**config.mk**
```make
export PLATFORM = sky130hd
export DESIGN_NAME = mix_matrix_core
export DESIGN_NICKNAME = d
export VERILOG_FILES = /design/src/rtl/mix_matrix_core.sv
export SDC_FILE = /design/constraint.sdc
export NUM_CORES = 2
export LEC_CHECK = 0
export ABC_AREA = 1
export BUFFER_PORTS_ARGS = -buffer_cell sky130_fd_sc_hd__buf_2
export CORE_MARGIN = 8
export CORE_UTILIZATION = 35
export CTS_BUF_LIST = sky130_fd_sc_hd__clkbuf_16
export CTS_CLUSTER_DIAMETER = 150
export DETAILED_ROUTE_END_ITERATION = 8
export PLACE_DENSITY = 0.56
export SLEW_MARGIN = 20
export SYNTH_ARGS = -nofsm -noshare
export SYNTH_HDL_FRONTEND = slang
export SYNTH_SLANG_ARGS = --single-unit
```
**constraint.sdc**
```tcl
create_clock -name clk -period 43.2 [get_ports clk]
set_input_delay 0 -clock clk [delete_from_list [all_inputs] [get_ports clk]]
set_output_delay 0 -clock clk [all_outputs]
set_load 0.005 [all_outputs]
```
**src/rtl/mix_matrix_core.sv**
```systemverilog
// mix_matrix_core: NUM_OUT x NUM_IN gain matrix computed once per sample with a
// single time-multiplexed pipelined MAC and a host-writable coefficient RAM.
// Optional build macro MIX_SATURATE_EN: clamp each row result to the WIDTH-bit
// signed range instead of keeping the low WIDTH bits (wrap-around).
module mix_matrix_core #(
  parameter int NUM_IN     = 8,
  parameter int NUM_OUT    = 8,
  parameter int WIDTH      = 36,
  parameter int COEF_WIDTH = 18,
  parameter int COEF_FRAC  = 16,
  localparam int DEPTH     = NUM_IN * NUM_OUT,
  localparam int ADDR_W    = (DEPTH > 1) ? $clog2(DEPTH) : 1
) (
  input  logic                         clk,
  input  logic                         reset,
  input  logic                         start,
  input  logic signed [WIDTH-1:0]      inputs [NUM_IN],
  output logic signed [WIDTH-1:0]      outputs [NUM_OUT],
  input  logic                         coef_we,
  input  logic [ADDR_W-1:0]            coef_addr,
  input  logic signed [COEF_WIDTH-1:0] coef_wdata,
  output logic                         busy,
  output logic                         done
);

  localparam int PW    = WIDTH + COEF_WIDTH;
  localparam int AW    = PW + $clog2(NUM_IN) + 1;
  localparam int COL_W = (NUM_IN > 1) ? $clog2(NUM_IN) : 1;
  localparam int ROW_W = (NUM_OUT > 1) ? $clog2(NUM_OUT) : 1;
  localparam logic [ADDR_W:0]   DEPTH_EXT = (ADDR_W + 1)'(DEPTH);
  localparam logic [ADDR_W-1:0] LAST_ADDR = ADDR_W'(DEPTH - 1);
  localparam logic [COL_W-1:0]  LAST_COL  = COL_W'(NUM_IN - 1);

  typedef enum logic [1:0] {IDLE, RUN, DRAIN, COMMIT} state_t;

  state_t state_reg, state_next;
  logic                         drain_reg;
  logic [ADDR_W-1:0]            cnt_reg;
  logic [COL_W-1:0]             col_reg;
  logic [ROW_W-1:0]             row_reg;
  logic signed [WIDTH-1:0]      shadow_reg [NUM_IN];
  logic signed [COEF_WIDTH-1:0] coef_mem [DEPTH];
  logic signed [COEF_WIDTH-1:0] rd_data_reg;
  logic                         v1_reg, first1_reg, last1_reg;
  logic [COL_W-1:0]             col1_reg;
  logic [ROW_W-1:0]             row1_reg;
  logic                         v2_reg, first2_reg, last2_reg;
  logic [ROW_W-1:0]             row2_reg;
  logic signed [PW-1:0]         mul_a, mul_b, prod_reg;
  logic signed [AW-1:0]         prod_ext, acc_reg, sum_next;
  logic signed [WIDTH-1:0]      row_result;
  logic                         done_reg;

  assign busy = (state_reg != IDLE);
  assign done = done_reg;

  // state register
  always_ff @(posedge clk) begin
    if (reset) state_reg <= IDLE;
    else       state_reg <= state_next;
  end

  // next-state logic: RUN issues one read per cycle, DRAIN flushes two pipe stages
  always_comb begin
    state_next = state_reg;
    case (state_reg)
      IDLE:    if (start) state_next = RUN;
      RUN:     if (cnt_reg == LAST_ADDR) state_next = DRAIN;
      DRAIN:   if (drain_reg) state_next = COMMIT;
      COMMIT:  state_next = IDLE;
      default: state_next = IDLE;
    endcase
  end

  // read sequencing counters and input capture on accepted start
  always_ff @(posedge clk) begin
    if (reset) begin
      cnt_reg   <= '0;
      col_reg   <= '0;
      row_reg   <= '0;
      drain_reg <= 1'b0;
    end else begin
      drain_reg <= (state_reg == DRAIN) && !drain_reg;
      if (state_reg == IDLE && start) begin
        cnt_reg    <= '0;
        col_reg    <= '0;
        row_reg    <= '0;
        shadow_reg <= inputs;
      end else if (state_reg == RUN) begin
        cnt_reg <= cnt_reg + 1'b1;
        if (col_reg == LAST_COL) begin
          col_reg <= '0;
          row_reg <= row_reg + 1'b1;
        end else begin
          col_reg <= col_reg + 1'b1;
        end
      end
    end
  end

  // coefficient RAM: host write port, registered read returns the pre-write value
  always_ff @(posedge clk) begin
    if (coef_we && ({1'b0, coef_addr} < DEPTH_EXT)) coef_mem[coef_addr] <= coef_wdata;
    rd_data_reg <= coef_mem[cnt_reg];
  end

  assign mul_a    = PW'(shadow_reg[col1_reg]);
  assign mul_b    = PW'(rd_data_reg);
  assign prod_ext = AW'(prod_reg);

  // MAC pipeline: tags travel alongside the RAM data and the product
  always_ff @(posedge clk) begin
    if (reset) begin
      v1_reg <= 1'b0;
      v2_reg <= 1'b0;
    end else begin
      v1_reg <= (state_reg == RUN);
      v2_reg <= v1_reg;
    end
    col1_reg   <= col_reg;
    row1_reg   <= row_reg;
    first1_reg <= (col_reg == '0);
    last1_reg  <= (col_reg == LAST_COL);
    prod_reg   <= mul_a * mul_b;
    row2_reg   <= row1_reg;
    first2_reg <= first1_reg;
    last2_reg  <= last1_reg;
  end

  // running sum; the first term of a row replaces the old total
  always_comb begin
    sum_next = first2_reg ? prod_ext : (acc_reg + prod_ext);
  end

  // accumulator register
  always_ff @(posedge clk) begin
    if (reset)       acc_reg <= '0;
    else if (v2_reg) acc_reg <= sum_next;
  end

`ifdef MIX_SATURATE_EN
  localparam logic signed [AW-1:0] SAT_MAX = {{(AW-WIDTH+1){1'b0}}, {(WIDTH-1){1'b1}}};
  localparam logic signed [AW-1:0] SAT_MIN = {{(AW-WIDTH+1){1'b1}}, {(WIDTH-1){1'b0}}};
  logic signed [AW-1:0] shifted;

  // floor-scale then clamp to the signed output range
  always_comb begin
    shifted    = sum_next >>> COEF_FRAC;
    row_result = WIDTH'(shifted);
    if (shifted > SAT_MAX)      row_result = WIDTH'(SAT_MAX);
    else if (shifted < SAT_MIN) row_result = WIDTH'(SAT_MIN);
  end
`else
  assign row_result = WIDTH'(sum_next >>> COEF_FRAC);
`endif

  // done pulse coincides with the output update
  always_ff @(posedge clk) begin
    if (reset) done_reg <= 1'b0;
    else       done_reg <= (state_reg == COMMIT);
  end

  genvar gi;
  generate
    for (gi = 0; gi < NUM_OUT; gi++) begin : g_ch
      logic signed [WIDTH-1:0] stage_reg;
      logic signed [WIDTH-1:0] out_reg;

      // staging captures the finished row; outputs copy the whole bank at commit
      always_ff @(posedge clk) begin
        if (reset) begin
          stage_reg <= '0;
          out_reg   <= '0;
        end else begin
          if (v2_reg && last2_reg && row2_reg == ROW_W'(gi)) stage_reg <= row_result;
          if (state_reg == COMMIT) out_reg <= stage_reg;
        end
      end

      assign outputs[gi] = out_reg;
    end
  endgenerate

endmodule

```
### Word-level counts from Yosys, hierarchy flattened

Memories as Yosys holds them, arrays and structs flattened. A register that Yosys moved wholly into a read port is not among the register bits.
Index checks and enable logic that the tools add are counted.

| word-level totals | value |
|---|---|
| register bits after elaboration | 1007 |
| latch bits | 0 |
| RAM bits | 1152 |
| memory bits (read-only) | 0 |
| input bits | 316 |
| output and inout port bits | 290 |
| logic and storage cells | 96 |
| memories kept | 1 |

Memories:

| memory | depth | width | rd ports | clocked after Yosys merged registers in | wr ports | RTL line | RTL |
|---|---|---|---|---|---|---|---|
| coef_mem | 64 | 18 | 1 | 1 | 1 | 42 | `logic signed [COEF_WIDTH-1:0] coef_mem [DEPTH];` |

| cells by class | value |
|---|---|
| add/subtract/negate cells | 4 |
| $mul | 1 |
| divide/modulo/power cells | 0 |
| order comparisons | 1 |
| equal/unequal tests | 15 |
| shift operators | 0 |
| mux-type cells | 11 |
| bitwise operators | 2 |
| reduce and logical (&&, ||, !) cells | 20 |

Operators by type and width:

| kind | number |
|---|---|
| 36-bit binary-select mux with 3-bit select | 1 |
| 36-bit 2-to-1 mux | 2 |
| 58-bit by 54-bit adder with 58-bit output | 1 |
| 58-bit 2-to-1 mux | 1 |
| 36-bit by 18-bit multiplier with 54-bit output | 1 |
| 3-bit == test (second input constant) | 5 |
| 1-bit logical AND | 11 |
| 2-bit one-hot mux with 4 select lines | 1 |
| 3-bit by 1-bit adder with 3-bit output (second input constant) | 2 |
| 6-bit by 1-bit adder with 6-bit output (second input constant) | 1 |
| 3-bit by 2-bit == test with 1-bit output (second input constant) | 2 |
| 6-bit == test (second input constant) | 1 |
| 3-bit zero test | 2 |
| 2-bit 2-to-1 mux | 3 |
| 2-bit inequality test (second input constant) | 3 |
| 2-bit == test (second input constant) | 2 |
| 4-bit greater-or-equal comparator (second input constant) | 1 |
| 3-bit inverter with 4-bit output | 1 |
| 2-bit AND reduction | 2 |
| 3-bit by 1-bit == test with 1-bit output (second input constant) | 1 |
| 3-bit 2-to-1 mux | 1 |
| 3-bit AND reduction | 1 |
| 2-bit by 1-bit == test with 1-bit output (second input constant) | 1 |
| 2-bit zero test | 1 |
| other kinds (5) | 6 |

### Longest topological paths before layout

| logic depth | value |
|---|---|
| word-level depth | 5 |
| depth in mapped cells | 35 |
| gate-level depth less buffers | 31 |

### Worst setup path before layout

No wires, ideal clock.

| timing path | value |
|---|---|
| kind | flip-flop to flip-flop |
| from | reg state_reg[0] |
| to | reg shadow_reg[0] in the netlist's numbering (enable) |
| library setup time | 0.948 ns |
| arrival time | 12.676 ns |
| required time | 42.252 ns |
| setup slack | 29.576 ns |
| stages on the path, launching flop included | 5 |
| period minus slack after synthesis | 13.624 ns |
| path through | dfxtp_1 > inv_1 > ha_1 > nand2_1 > nor2_1 |

| between the ends | value |
|---|---|
| cells in the longest elaborated chain, start to end | 3 |

Ends and longest elaborated chain:

| item | RTL line | RTL |
|---|---|---|
| from (decl) | 36 | `state_t state_reg, state_next;` |
| from (signal assigned) | 60 | `else state_reg <= state_next;` |
| 2-bit zero test | 84 | `if (state_reg == IDLE && start) begin` |
| 1-bit logical AND | 84 |  |
| 2-bit AND reduction (no line) | - |  |
| to (signal assigned) | 88 | `shadow_reg <= inputs;` |
| to (decl) | 41 | `logic signed [WIDTH-1:0] shadow_reg [NUM_IN];` |

No other way between the ends.
A chain may end at the register's enable or synchronous reset.

### Worst setup path after layout

| timing path | value |
|---|---|
| from | reg col1_reg[0] |
| to | reg prod_reg[42] |

| between the ends | value |
|---|---|
| cells in the longest elaborated chain, start to end | 5 |

Ends and longest elaborated chain:

| item | RTL line | RTL |
|---|---|---|
| from (decl) | 45 | `logic [COL_W-1:0] col1_reg;` |
| from (signal assigned) | 120 | `col1_reg <= col_reg;` |
| 3-bit inverter with 4-bit output (not written as such) | 107 | `assign mul_a = PW'(shadow_reg[col1_reg]);` |
| 36-bit binary-select mux with 3-bit select | 107 |  |
| 36-bit 2-to-1 mux (not written as such) (2 in series) | 107 |  |
| 36-bit by 18-bit multiplier with 54-bit output | 124 | `prod_reg <= mul_a * mul_b;` |
| to (signal assigned) | 124 |  |
| to (decl) | 49 | `logic signed [PW-1:0] mul_a, mul_b, prod_reg;` |

No other way between the ends. The select of a mux whose other input is x is not followed.

==> reports/metrics.csv <==
stage;metric;value;unit
synthesis;synth.area.top_cells;edfxtp_1 (40%), dfxtp_1 (13%), fa_1 (11%);
routing;num_vias;84152;
synthesis;synth.largest_area_cell;edfxtp_1;
worst_setup_path;worstPathMaxFanout;58;
synthesis;synthSimpleGateAreaFrac;16.4;%
clocking;clk_latency;0.92;ns
timing;fin_crit;8.59;ns
routing;drt-initial-drc-count;7876;
routing;post_drt_wl_per_cell;22.0;um
worst_setup_path;crit_arrival;9.35;ns
timing;max_freq;116;MHz
flow_run;drv_cap;0;
clocking;post_cts_resized;0;
timing;fin_ws;34.61;ns
synthesis;async_reset_ff_share;0;%
routing;ant_nets;0;
final_layout;largest_reg_flops;1152;
grt;antenna_found_initial;53;
timing;setup_violations;0;
synthesis;synth-seq-area-share;53.1;%
routing;drt-total-wl;365000;um
timing;max_slew_margin;25.8;%
synthesis;synth_area;109000;um2
floorplanning;die_y;574;um
synthesis;ys_ff_latch;2169;
final_layout;layout_common_cells;nor2_1 (2366), edfxtp_1 (1440), nand2_1 (1401);
timing;rsz0062_at_grt;false;
synthesis;avgSynthCellArea;9.73;um2
synthesis;synth_top_family_by_area;simple AND/OR/NAND/NOR gates;
grt;gr-total-overflow;0;
routing;firstDrtPassIters;6;
final_layout;final_common_cell;nor2_1;
synthesis;synth_cell_types;57;
synthesis;synth-compound-area-share;8.84;%
timing;finalClockSkew;0.0867;ns
floorplanning;start_util;35.0;%
timing;final-max-slew-violation-count;0;
synthesis;synth_edf_count;1440;
timing;hold_viol;0;
clocking;h-tree-depth;4;
final_layout;drive_gt1_share;10.1;%
clocking;clk_pin_slew;0.06;ns
synthesis;syn_inst;11197;
clocking;root_buffer;clkbuf_16;
floorplanning;die_width;574;um
final_layout;finalNetCount;13328;
placement;preCtsSetupSlack;34.92;ns
clocking;tritoncts;yes;
grt;grt_max_degree;195;
synthesis;synth_top_area_share;39.7;%
synthesis;synthMuxAreaShare;0.625;%
worst_setup_path;rr_worst_depth;26;
timing;fin_crit_sh;19.9;%
synthesis;synth_xor_area_share;0.587;%
worst_setup_path;critical_path_class;reg2reg;
hold_path;hold_path.class;in2reg;
floorplanning;coreArea;311000;um2
placement;port_buffers;605;
final_layout;syn2layout_area_growth;19.1;%
routing;viasPerCell;5.07;
clocking;cts_buffer_depth;4;
synthesis;postSynthNetCount;12304;
worst_setup_path;worstSetupEndpointType;flop;
placement;place_congestion;0.938;
timing;setup_tns;0;ns
floorplanning;die-area;329000;um2
grt;grt_pass1_wl;537000;um
clocking;clock_sinks;2169;
floorplanning;io_pins;606;
worst_setup_path;worstPathRequired;43.96;ns
final_layout;registers.top_by_ff_count;coef_mem;
routing;route.detailed.drc;0;
synthesis;yosys_warnings;0;
timing;worst_pin_slew;1.11;ns
placement;dp_hpwl;232000;um
floorplanning;rows;205;
hold_path;hold_depth;5;
synthesis;synthAdderAreaFrac;13.2;%
outcome;outcome;finished clean;
synthesis;synth_ff_type;edfxtp_1;
grt;grt_usage;21.3;%
clocking;cts_buffers;235;
worst_setup_path;start_kind;flop;
grt;grt_pass1_vias;82216;
Yosys cell counts (all sizes together), types with 4 or more instances:
master	n
nor2	2423
edfxtp	1440
nand2	1422
inv	1348
o21ai	1070
dfxtp	729
fa	604
nand3	499
clkbuf	436
ha	187
o221ai	187
o22ai	171
a21oi	170
buf	144
mux2i	68
nand4	60
xor2	47
o211ai	46
xnor2	26
nor3	25
o21bai	21
a31oi	11
nor4	11
clkinv	10
or2	10
nand3b	7
o21a	6
and3	4
final cells by class:
type                    instances  area [um2]
diodes                         50         125
clock buffers                 240        6010
clock inverters               191        1520
fillers                     30013      181000
inverters                    1358        5120
multi-input cells            7089       43600
flip-flops and latches       2169       57900
well taps                    4140        5180
repair buffers               1368       10300
worst max-delay path, stage by stage, from the launching register on:
cell and delay (ns):
dfxtp_4 0.73, buf_4 0.72, o21ai_0 0.35, o221ai_1 0.33, nand2_1 0.44, inv_1 0.54, nand2_1 0.15, fa_1 0.55
inv_1 0.05, fa_1 0.54, inv_1 0.06, fa_1 0.52, inv_1 0.06, fa_1 0.49, fa_1 0.49, inv_1 0.05
fa_1 0.47, inv_1 0.04, ha_1 0.40, nand2_1 0.10, nand2_1 0.07, a31oi_1 0.32, o21ai_0 0.20, a21oi_1 0.17
nand3_1 0.21, a21oi_1 0.22, xnor2_1 0.14
stage by stage:
| stage | hold WS [ns] | area [um2] | util (%) | cells |
|---|---|---|---|---|
| after floorplan | 0.0989 | 109000 | - | 11197 |
| after global placement | 0.177 | 116000 | 37.3 | 15521 |
| after detailed placement | 0.178 | 116000 | 37.3 | 15521 |
| after CTS | 0.0461 | 130000 | 41.7 | 16555 |
| after global routing | 0.0887 | 130000 | 41.7 | 16599 |
| final | 0.122 | 130000 | 41.7 | 16605 |
routing by layer:
layer / vias to the layer above / wire length (um) / global-route usage (%)
li1: 38845 / - / -
met1: 41287 / 153000 / 28.2
met2: 3231 / 171000 / 35.2
met3: 787 / 24600 / 3.00
met4: 2 / 16600 / 8.60
met5: - / 8 / 0
logic make-up after synthesis:
group / Yosys count
flip-flops: 2169
multiplexers: 68
adder cells (fa/ha/maj): 791
buffers and inverters: 1939
AO/OA/AOI/OAI: 1691
AND/OR/NAND/NOR: 4466
XOR/XNOR: 73
timing repair:
item | in CTS | in global routing
hold buffers | 603 | 0
endpoints found under the hold margin | 2150 | 0
setup buffers | 0 | 0
final timing paths:
check | slack (ns) | end | start
setup / recovery | 34.61 | prod_reg[42] | col1_reg[0]
hold / removal | 0.12 | coef_mem[31][3] | coef_addr[5]
setup reg to reg | 34.61 | prod_reg[42] | col1_reg[0]
hold reg to reg | 0.33 | row2_reg[1] | row1_reg[1]
Power is not shown: default switching activity piles up to over one toggle a cycle in this logic, so the estimate is an artifact.
